File: src/rtl/uart_tx_scheduler_pkg.sv
// Shared types and default sizing for the UART TX scheduler.
// Holds the scheduler FSM state encoding and default parameter values.
package uart_sched_pkg;

  localparam int DEF_NUM_REQ      = 4;
  localparam int DEF_DATA_W       = 8;
  localparam int DEF_BUSY_TIMEOUT = 1023;

  typedef enum logic [1:0] {
    IDLE      = 2'd0,
    LAUNCH    = 2'd1,
    WAIT_BUSY = 2'd2,
    WAIT_DONE = 2'd3
  } sched_state_t;

endpackage

File: src/rtl/uart_tx_scheduler_if.sv
// Requester/UART-facing bundle of the TX scheduler.
// master = requesters plus UART model, slave = scheduler.
interface uart_tx_scheduler_if
  import uart_sched_pkg::*;
#(
  parameter int NUM_REQ = DEF_NUM_REQ,
  parameter int DATA_W  = DEF_DATA_W
);
  localparam int IDX_W = $clog2(NUM_REQ);

  logic [NUM_REQ-1:0]        req;
  logic [NUM_REQ*DATA_W-1:0] req_data;
  logic [NUM_REQ-1:0]        ack;
  logic                      tx_start;
  logic [DATA_W-1:0]         tx_data;
  logic                      tx_busy;
  logic [IDX_W-1:0]          active_id;
  logic                      idle;
  logic                      timeout_err;

  modport master (
    output req, req_data, tx_busy,
    input  ack, tx_start, tx_data, active_id, idle, timeout_err
  );

  modport slave (
    input  req, req_data, tx_busy,
    output ack, tx_start, tx_data, active_id, idle, timeout_err
  );

endinterface

File: src/rtl/uart_tx_scheduler_rr_arbiter.sv
// Combinational rotating-priority picker: first set request at or above
// the pointer, wrapping past NUM_REQ-1 back to 0.
module rr_arbiter
  import uart_sched_pkg::*;
#(
  parameter int NUM_REQ = DEF_NUM_REQ,
  localparam int IDX_W  = $clog2(NUM_REQ)
) (
  input  logic [NUM_REQ-1:0] i_req,
  input  logic [IDX_W-1:0]   i_rr_ptr,
  output logic               o_grant_valid,
  output logic [IDX_W-1:0]   o_grant_idx
);

  logic [IDX_W-1:0] w_cand [NUM_REQ];

  // w_cand[k] is the requester examined k-th, i.e. (ptr + k) mod NUM_REQ
  for (genvar g = 0; g < NUM_REQ; g++) begin : g_cand
    logic [IDX_W:0] w_sum;
    assign w_sum      = {1'b0, i_rr_ptr} + (IDX_W+1)'(g);
    assign w_cand[g]  = (w_sum >= (IDX_W+1)'(NUM_REQ)) ?
                        IDX_W'(w_sum - (IDX_W+1)'(NUM_REQ)) : IDX_W'(w_sum);
  end

  always_comb begin
    o_grant_valid = 1'b0;
    o_grant_idx   = '0;
    for (int k = NUM_REQ - 1; k >= 0; k--) begin
      if (i_req[w_cand[k]]) begin
        o_grant_valid = 1'b1;
        o_grant_idx   = w_cand[k];
      end
    end
  end

endmodule

File: src/rtl/uart_tx_scheduler.sv
// Round-robin owner of the single UART transmitter: pick, pulse start, track busy.
// Build macro UART_SCHED_TIMEOUT_EN adds a WAIT_BUSY watchdog with sticky timeout_err.
module uart_tx_scheduler
  import uart_sched_pkg::*;
#(
  parameter int NUM_REQ = DEF_NUM_REQ,
  parameter int DATA_W  = DEF_DATA_W
`ifdef UART_SCHED_TIMEOUT_EN
  , parameter int BUSY_TIMEOUT = DEF_BUSY_TIMEOUT
`endif
) (
  input  logic                i_clk,
  input  logic                i_rst,
  uart_tx_scheduler_if.slave  io_sched
);

  localparam int IDX_W = $clog2(NUM_REQ);

  sched_state_t      r_state;
  sched_state_t      w_next_state;
  logic [IDX_W-1:0]  r_rr_ptr;
  logic [IDX_W-1:0]  r_active_id;
  logic [DATA_W-1:0] r_tx_data;
  logic              w_grant_valid;
  logic [IDX_W-1:0]  w_grant_idx;
  logic [IDX_W-1:0]  w_ptr_next;
  logic              w_launch;
  logic              w_wd_expire;
  logic [DATA_W-1:0] w_req_byte [NUM_REQ];

  for (genvar g = 0; g < NUM_REQ; g++) begin : g_bytes
    assign w_req_byte[g] = io_sched.req_data[g*DATA_W +: DATA_W];
  end

  rr_arbiter #(.NUM_REQ(NUM_REQ)) u_arb (
    .i_req         (io_sched.req),
    .i_rr_ptr      (r_rr_ptr),
    .o_grant_valid (w_grant_valid),
    .o_grant_idx   (w_grant_idx)
  );

  // A UART still busy from before our reset blocks arbitration.
  assign w_launch   = (r_state == IDLE) && !io_sched.tx_busy && w_grant_valid;
  assign w_ptr_next = (w_grant_idx == IDX_W'(NUM_REQ - 1)) ? '0 : w_grant_idx + IDX_W'(1);

  always_ff @(posedge i_clk or posedge i_rst) begin
    if (i_rst) r_state <= IDLE;
    else       r_state <= w_next_state;
  end

  always_comb begin
    w_next_state = r_state;
    unique case (r_state)
      IDLE:      if (w_launch)              w_next_state = LAUNCH;
      LAUNCH:                               w_next_state = WAIT_BUSY;
      WAIT_BUSY: if (io_sched.tx_busy)      w_next_state = WAIT_DONE;
                 else if (w_wd_expire)      w_next_state = IDLE;
      WAIT_DONE: if (!io_sched.tx_busy)     w_next_state = IDLE;
      default:                              w_next_state = IDLE;
    endcase
  end

  always_comb begin
    io_sched.tx_start = (r_state == LAUNCH);
    io_sched.idle     = (r_state == IDLE);
    io_sched.ack      = '0;
    if (r_state == LAUNCH) io_sched.ack[r_active_id] = 1'b1;
  end

  always_ff @(posedge i_clk or posedge i_rst) begin
    if (i_rst) begin
      r_tx_data   <= '0;
      r_active_id <= '0;
      r_rr_ptr    <= '0;
    end else if (w_launch) begin
      r_tx_data   <= w_req_byte[w_grant_idx];
      r_active_id <= w_grant_idx;
      r_rr_ptr    <= w_ptr_next;
    end
  end

  assign io_sched.tx_data   = r_tx_data;
  assign io_sched.active_id = r_active_id;

`ifdef UART_SCHED_TIMEOUT_EN
  localparam int WD_W = $clog2(BUSY_TIMEOUT + 1);

  logic [WD_W-1:0] r_wd_cnt;
  logic            r_timeout_err;

  // Count value k means k full WAIT_BUSY cycles have already elapsed.
  assign w_wd_expire = (r_state == WAIT_BUSY) && !io_sched.tx_busy &&
                       (r_wd_cnt == WD_W'(BUSY_TIMEOUT - 1));

  always_ff @(posedge i_clk or posedge i_rst) begin
    if (i_rst) begin
      r_wd_cnt      <= '0;
      r_timeout_err <= 1'b0;
    end else begin
      if (r_state != WAIT_BUSY) r_wd_cnt <= '0;
      else                      r_wd_cnt <= r_wd_cnt + WD_W'(1);
      if (w_wd_expire) r_timeout_err <= 1'b1;
    end
  end

  assign io_sched.timeout_err = r_timeout_err;
`else
  assign w_wd_expire          = 1'b0;
  assign io_sched.timeout_err = 1'b0;
`endif

endmodule

File: src/flat_wrapper.sv
// flat-port wrapper written by rule: the top's interface ports become plain ports
module uart_tx_scheduler_flat import uart_sched_pkg::*;
#(
  parameter int NUM_REQ = DEF_NUM_REQ,
  parameter int DATA_W  = DEF_DATA_W

)
  (i_clk, i_rst, io_sched_req, io_sched_req_data, io_sched_tx_busy, io_sched_ack, io_sched_tx_start, io_sched_tx_data, io_sched_active_id, io_sched_idle, io_sched_timeout_err);
  uart_tx_scheduler_if #(.NUM_REQ(NUM_REQ), .DATA_W(DATA_W)) io_sched_i ();
  input  logic i_clk;
  input  logic i_rst;
  input wire logic [$bits(io_sched_i.req)-1:0] io_sched_req;
  input wire logic [$bits(io_sched_i.req_data)-1:0] io_sched_req_data;
  input wire logic [$bits(io_sched_i.tx_busy)-1:0] io_sched_tx_busy;
  output wire logic [$bits(io_sched_i.ack)-1:0] io_sched_ack;
  output wire logic [$bits(io_sched_i.tx_start)-1:0] io_sched_tx_start;
  output wire logic [$bits(io_sched_i.tx_data)-1:0] io_sched_tx_data;
  output wire logic [$bits(io_sched_i.active_id)-1:0] io_sched_active_id;
  output wire logic [$bits(io_sched_i.idle)-1:0] io_sched_idle;
  output wire logic [$bits(io_sched_i.timeout_err)-1:0] io_sched_timeout_err;
  assign io_sched_i.req = io_sched_req;
  assign io_sched_i.req_data = io_sched_req_data;
  assign io_sched_i.tx_busy = io_sched_tx_busy;
  assign io_sched_ack = io_sched_i.ack;
  assign io_sched_tx_start = io_sched_i.tx_start;
  assign io_sched_tx_data = io_sched_i.tx_data;
  assign io_sched_active_id = io_sched_i.active_id;
  assign io_sched_idle = io_sched_i.idle;
  assign io_sched_timeout_err = io_sched_i.timeout_err;
  uart_tx_scheduler #(.NUM_REQ(NUM_REQ), .DATA_W(DATA_W)) u_core (.i_clk(i_clk), .i_rst(i_rst), .io_sched(io_sched_i));
endmodule
File: config.mk
export PLATFORM = sky130hd
export DESIGN_NAME = uart_tx_scheduler_flat
export DESIGN_NICKNAME = d
export VERILOG_FILES = /design/src/rtl/uart_tx_scheduler_pkg.sv /design/src/rtl/uart_tx_scheduler_if.sv /design/src/rtl/uart_tx_scheduler_rr_arbiter.sv /design/src/rtl/uart_tx_scheduler.sv /design/src/flat_wrapper.sv
export SDC_FILE = /design/constraint.sdc
export NUM_CORES = 1
export LEC_CHECK = 0
export ABC_AREA = 0
export CAP_MARGIN = 5
export CORE_MARGIN = 2
export CORE_UTILIZATION = 30
export CTS_CLUSTER_DIAMETER = 100
export DETAILED_ROUTE_END_ITERATION = 10
export GPL_TIMING_DRIVEN = 0
export PLACE_DENSITY = 0.63
export SLEW_MARGIN = 20
export SYNTH_ARGS = -nofsm -noshare
export SYNTH_HDL_FRONTEND = slang
export SYNTH_HIERARCHICAL = 1
export SYNTH_SLANG_ARGS = --single-unit
File: constraint.sdc
create_clock -name i_clk -period 5.2 [get_ports i_clk]
set_input_delay 0.52 -clock i_clk [delete_from_list [all_inputs] [get_ports i_clk]]
set_output_delay 0.52 -clock i_clk [all_outputs]
set_load 0.01 [all_outputs]
==> flow_metrics.env, run 1 <==
export IMPL_fmax_ghz=0.434
export IMPL_syn_area_sq_um=951
export IMPL_period_share=0.443
export IMPL_h_tree_depth=1
export IMPL_busiest_layer="met2"
export IMPL_clkSinkCount=14
export IMPL_synth_fp_nets=121
export IMPL_cts_setup_buffers=0
export IMPL_cts_resized=0
export IMPL_gp_congestion=0.711
export IMPL_clock_path_buffers=2
export IMPL_dp_cells=175
export IMPL_cts_buffers=3
export IMPL_cp_max_fo=10
export IMPL_cp_arrival_ps=2470
export IMPL_critical_path_class="in2reg"
export IMPL_synthToLayoutAreaGrowth_pct=66.4
export IMPL_vias_per_cell=4.47
export IMPL_power_density_nw_per_um2=447
export IMPL_yosys_cell_types_count=24
export IMPL_globalRouteMet2Util=0.219
export IMPL_layout_commonest_cell="clkdlybuf4s50_1"
export IMPL_setup_violations_final=0
export IMPL_worst_clock_skew_ps=3.23
export IMPL_drt_iter0_markers=26
export IMPL_first_pass_iters=2
export IMPL_peakVddDrop_v=0.000159
export IMPL_rows=20
export IMPL_layout_nets=180
export IMPL_vias=801
export IMPL_grt_pass1_wl_microns=3460
export IMPL_crit_path_end_kind="flip-flop"
export IMPL_nFillCells=291
export IMPL_wl_per_cell_microns=12.0
export IMPL_cts_root_buffer="clkbuf_4"
export IMPL_hold_buffers=0
export IMPL_grt_overflow_total=0
export IMPL_final_seq_area_sq_um=350
export IMPL_ant_nets=0
export IMPL_yosysWarnings=6
export IMPL_fin_ws_ps=2900
export IMPL_synth_area_leaders="dfrtp_1, mux4_2, mux2_2"
export IMPL_final_hold_viol_count=0
export IMPL_antenna_cells=0
export IMPL_tightest_slew_ps=519
export IMPL_fin_area_sq_um=1580
export IMPL_period_needed_ps=2300
export IMPL_multiInputGateArea_sq_um=558
export IMPL_numPortBuffers=54
export IMPL_hold_class="reg2reg"
export IMPL_leakage_uw=0.000641
export IMPL_place_ws_ps=2560
export IMPL_relSlewSlack=0.653
export IMPL_cp_start_kind="input pin"
export IMPL_layout_common_cells="clkdlybuf4s50_1, dfrtp_1, mux2_2, mux4_2"
export IMPL_core_region_area_sq_um=3030
export IMPL_yosysTopAreaCell="dfrtp_1"
export IMPL_required_ps=5370
export IMPL_drcViolationCount=0
export IMPL_synth_seq_cells=14
export IMPL_post_dp_cell_area_sq_um=1550
export IMPL_use_met3=0.0411
export IMPL_initial_core_util=0.314
export IMPL_hold_worst_slack_ps=512
export IMPL_drv_slew=0
export IMPL_die_y_microns=60.3
export IMPL_grt_usage=0.129
export IMPL_grt_max_degree=15
export IMPL_syn_inst=77
export IMPL_ys_seq_area_frac=0.368
export IMPL_insertion_delay_ps=280
export IMPL_dp_final_hpwl_microns=1830
export IMPL_synth_top_area_frac=0.368
export IMPL_die_w_microns=60.3
export IMPL_fin_cells=179
export IMPL_drv_cap=0
export IMPL_antenna_found_initial=0
export IMPL_path_clk_slew_ps=80
export IMPL_ioPinCount=56
export IMPL_grtUsageMet1=0.154
export IMPL_drt_total_wl_microns=2150
export IMPL_tritoncts="done"
export IMPL_syn_avg_cell_area_sq_um=12.3
export IMPL_rsz0062_at_grt="false"
export IMPL_grt_pass1_vias=833
export IMPL_tns_ps=0
export IMPL_die_area_sq_um=3640
export IMPL_status="finished clean"
export IMPL_drive_above_1_share=0.207
-- critical path, stage by stage --
cell,delay [ps]
clkdlybuf4s50_1,520
mux2i_1,110
a211oi_2,320
buf_6,220
mux4_2,510
mux2_2,270
-- routing by layer --
metal	up-vias	routed length, microns
li1	402	-
met1	359	899
met2	38	1010
met3	2	218
met4	0	18
met5	-	0
-- power by group --
part | leakage (uW) | switching (uW) | internal (uW) | total, uW
clock | 0.0000210 | 34.6 | 42.6 | 77.2
sequential | 0.000167 | 46.7 | 166 | 212
combinational | 0.000453 | 157 | 260 | 418
total | 0.000641 | 239 | 468 | 707
-- synthesized netlist by cell type (all sizes together) --
cell type and number:
nor3b 4, inv 4, nand3b 1, o31ai 1, conb 1, a21oi 2
ha 5, mux4 8, dfrtp 14, mux2 12, nor2 5, a211oi 2
nand2 4, and3b 1, and3 1, nand2b 2, clkbuf 1, buf 3
mux2i 2, nand3 2, o21ai 2
-- through the flow --
stage	total power, uW	util
2_1_floorplan	456	-
3_3_place_gp	625	0.511
3_5_place_dp	640	0.511
4_1_cts	719	0.523
5_1_grt	766	0.523
6_report	707	0.523
-- logic make-up after synthesis --
| kind of cell | after synthesis | share of synthesized area |
|---|---|---|
| buffers and inverters | 8 | 0.0447 |
| AOI/OAI and AO/OA | 7 | 0.0500 |
| other | 1 | 0.00394 |
| DFF | 14 | 0.368 |
| and+or+nand+nor | 20 | 0.114 |
| muxes | 22 | 0.353 |
| adders and majority gates | 5 | 0.0658 |
-- final timing paths --
| check | slack (ps) | startpoint | endpoint | depth (start not counted) |
|---|---|---|---|---|
| setup / recovery | 2900 | io_sched_req[3] | u_core/io_sched.tx_data[3] | 6 |
| hold / removal | 510 | u_core/io_sched.tx_data[5] | u_core/io_sched.tx_data[5] | 1 |
| setup reg to reg | 3150 | u_core/r_rr_ptr[1] | u_core/io_sched.tx_data[3] | 6 |
| hold reg to reg | 510 | u_core/io_sched.tx_data[5] | u_core/io_sched.tx_data[5] | 1 |
| max in group asynchronous | 4280 | i_rst | u_core/io_sched.tx_data[2] | 2 |
| min in group asynchronous | 570 | i_rst | u_core/io_sched.active_id[0] | 2 |
-- flip-flops by register name, indices dropped and copies added, names as in the netlist --
| signal | count |
|---|---|
| u_core/io_sched.tx_data | 8 |
| u_core/r_rr_ptr | 2 |
| u_core/io_sched.active_id | 2 |
| u_core/r_state | 2 |
-- area by class of cell --
cell class / instances / area share
Buffer: 4 / 0.0174
Clock buffer: 4 / 0.0229
Sequential cell: 14 / 0.221
Multi-Input combinational cell: 55 / 0.353
Timing Repair Buffer: 54 / 0.342
Tap cell: 44 / 0.0348
Inverter: 4 / 0.00949
Note: power is estimated with default switching activity, not from simulation.
==> inputs of run 2 (changes only) <==
==> constraint.sdc (replaced) <==
create_clock -name i_clk -period 2.2 [get_ports i_clk]
set_input_delay 0.22 -clock i_clk [delete_from_list [all_inputs] [get_ports i_clk]]
set_output_delay 0.22 -clock i_clk [all_outputs]
set_load 0.01 [all_outputs]
==> results of run 2 <==
The final DEF is identical to that of run 1. Status: finished clean.
Among the figures that moved: setup slack after placement 2560 ps -> -140 ps; setup slack after layout 2900 ps -> 155 ps; hold slack 512 ps -> 268 ps; start point of the critical path io_sched_req[3] -> u_core/r_rr_ptr[1]; register-to-register setup slack 3150 ps -> 150 ps; total power 707 uW -> 1670 uW; worst IR drop on VDD 0.000159 V -> 0.000375 V
==> inputs of run 3 (changes only) <==
--- a/config.mk
+++ b/config.mk
@@ -12,6 +12,7 @@
 export CTS_CLUSTER_DIAMETER = 100
 export DETAILED_ROUTE_END_ITERATION = 10
 export GPL_TIMING_DRIVEN = 0
+export HOLD_SLACK_MARGIN = 0.05
 export PLACE_DENSITY = 0.63
 export SLEW_MARGIN = 20
 export SYNTH_ARGS = -nofsm -noshare
==> results of run 3 <==
The final DEF is identical to that of run 1. Status: finished clean.
Among the figures that moved: setup slack after placement 2560 ps -> -140 ps; setup slack after layout 2900 ps -> 155 ps; hold slack 512 ps -> 268 ps; start point of the critical path io_sched_req[3] -> u_core/r_rr_ptr[1]; register-to-register setup slack 3150 ps -> 150 ps; total power 707 uW -> 1670 uW; worst IR drop on VDD 0.000159 V -> 0.000375 V
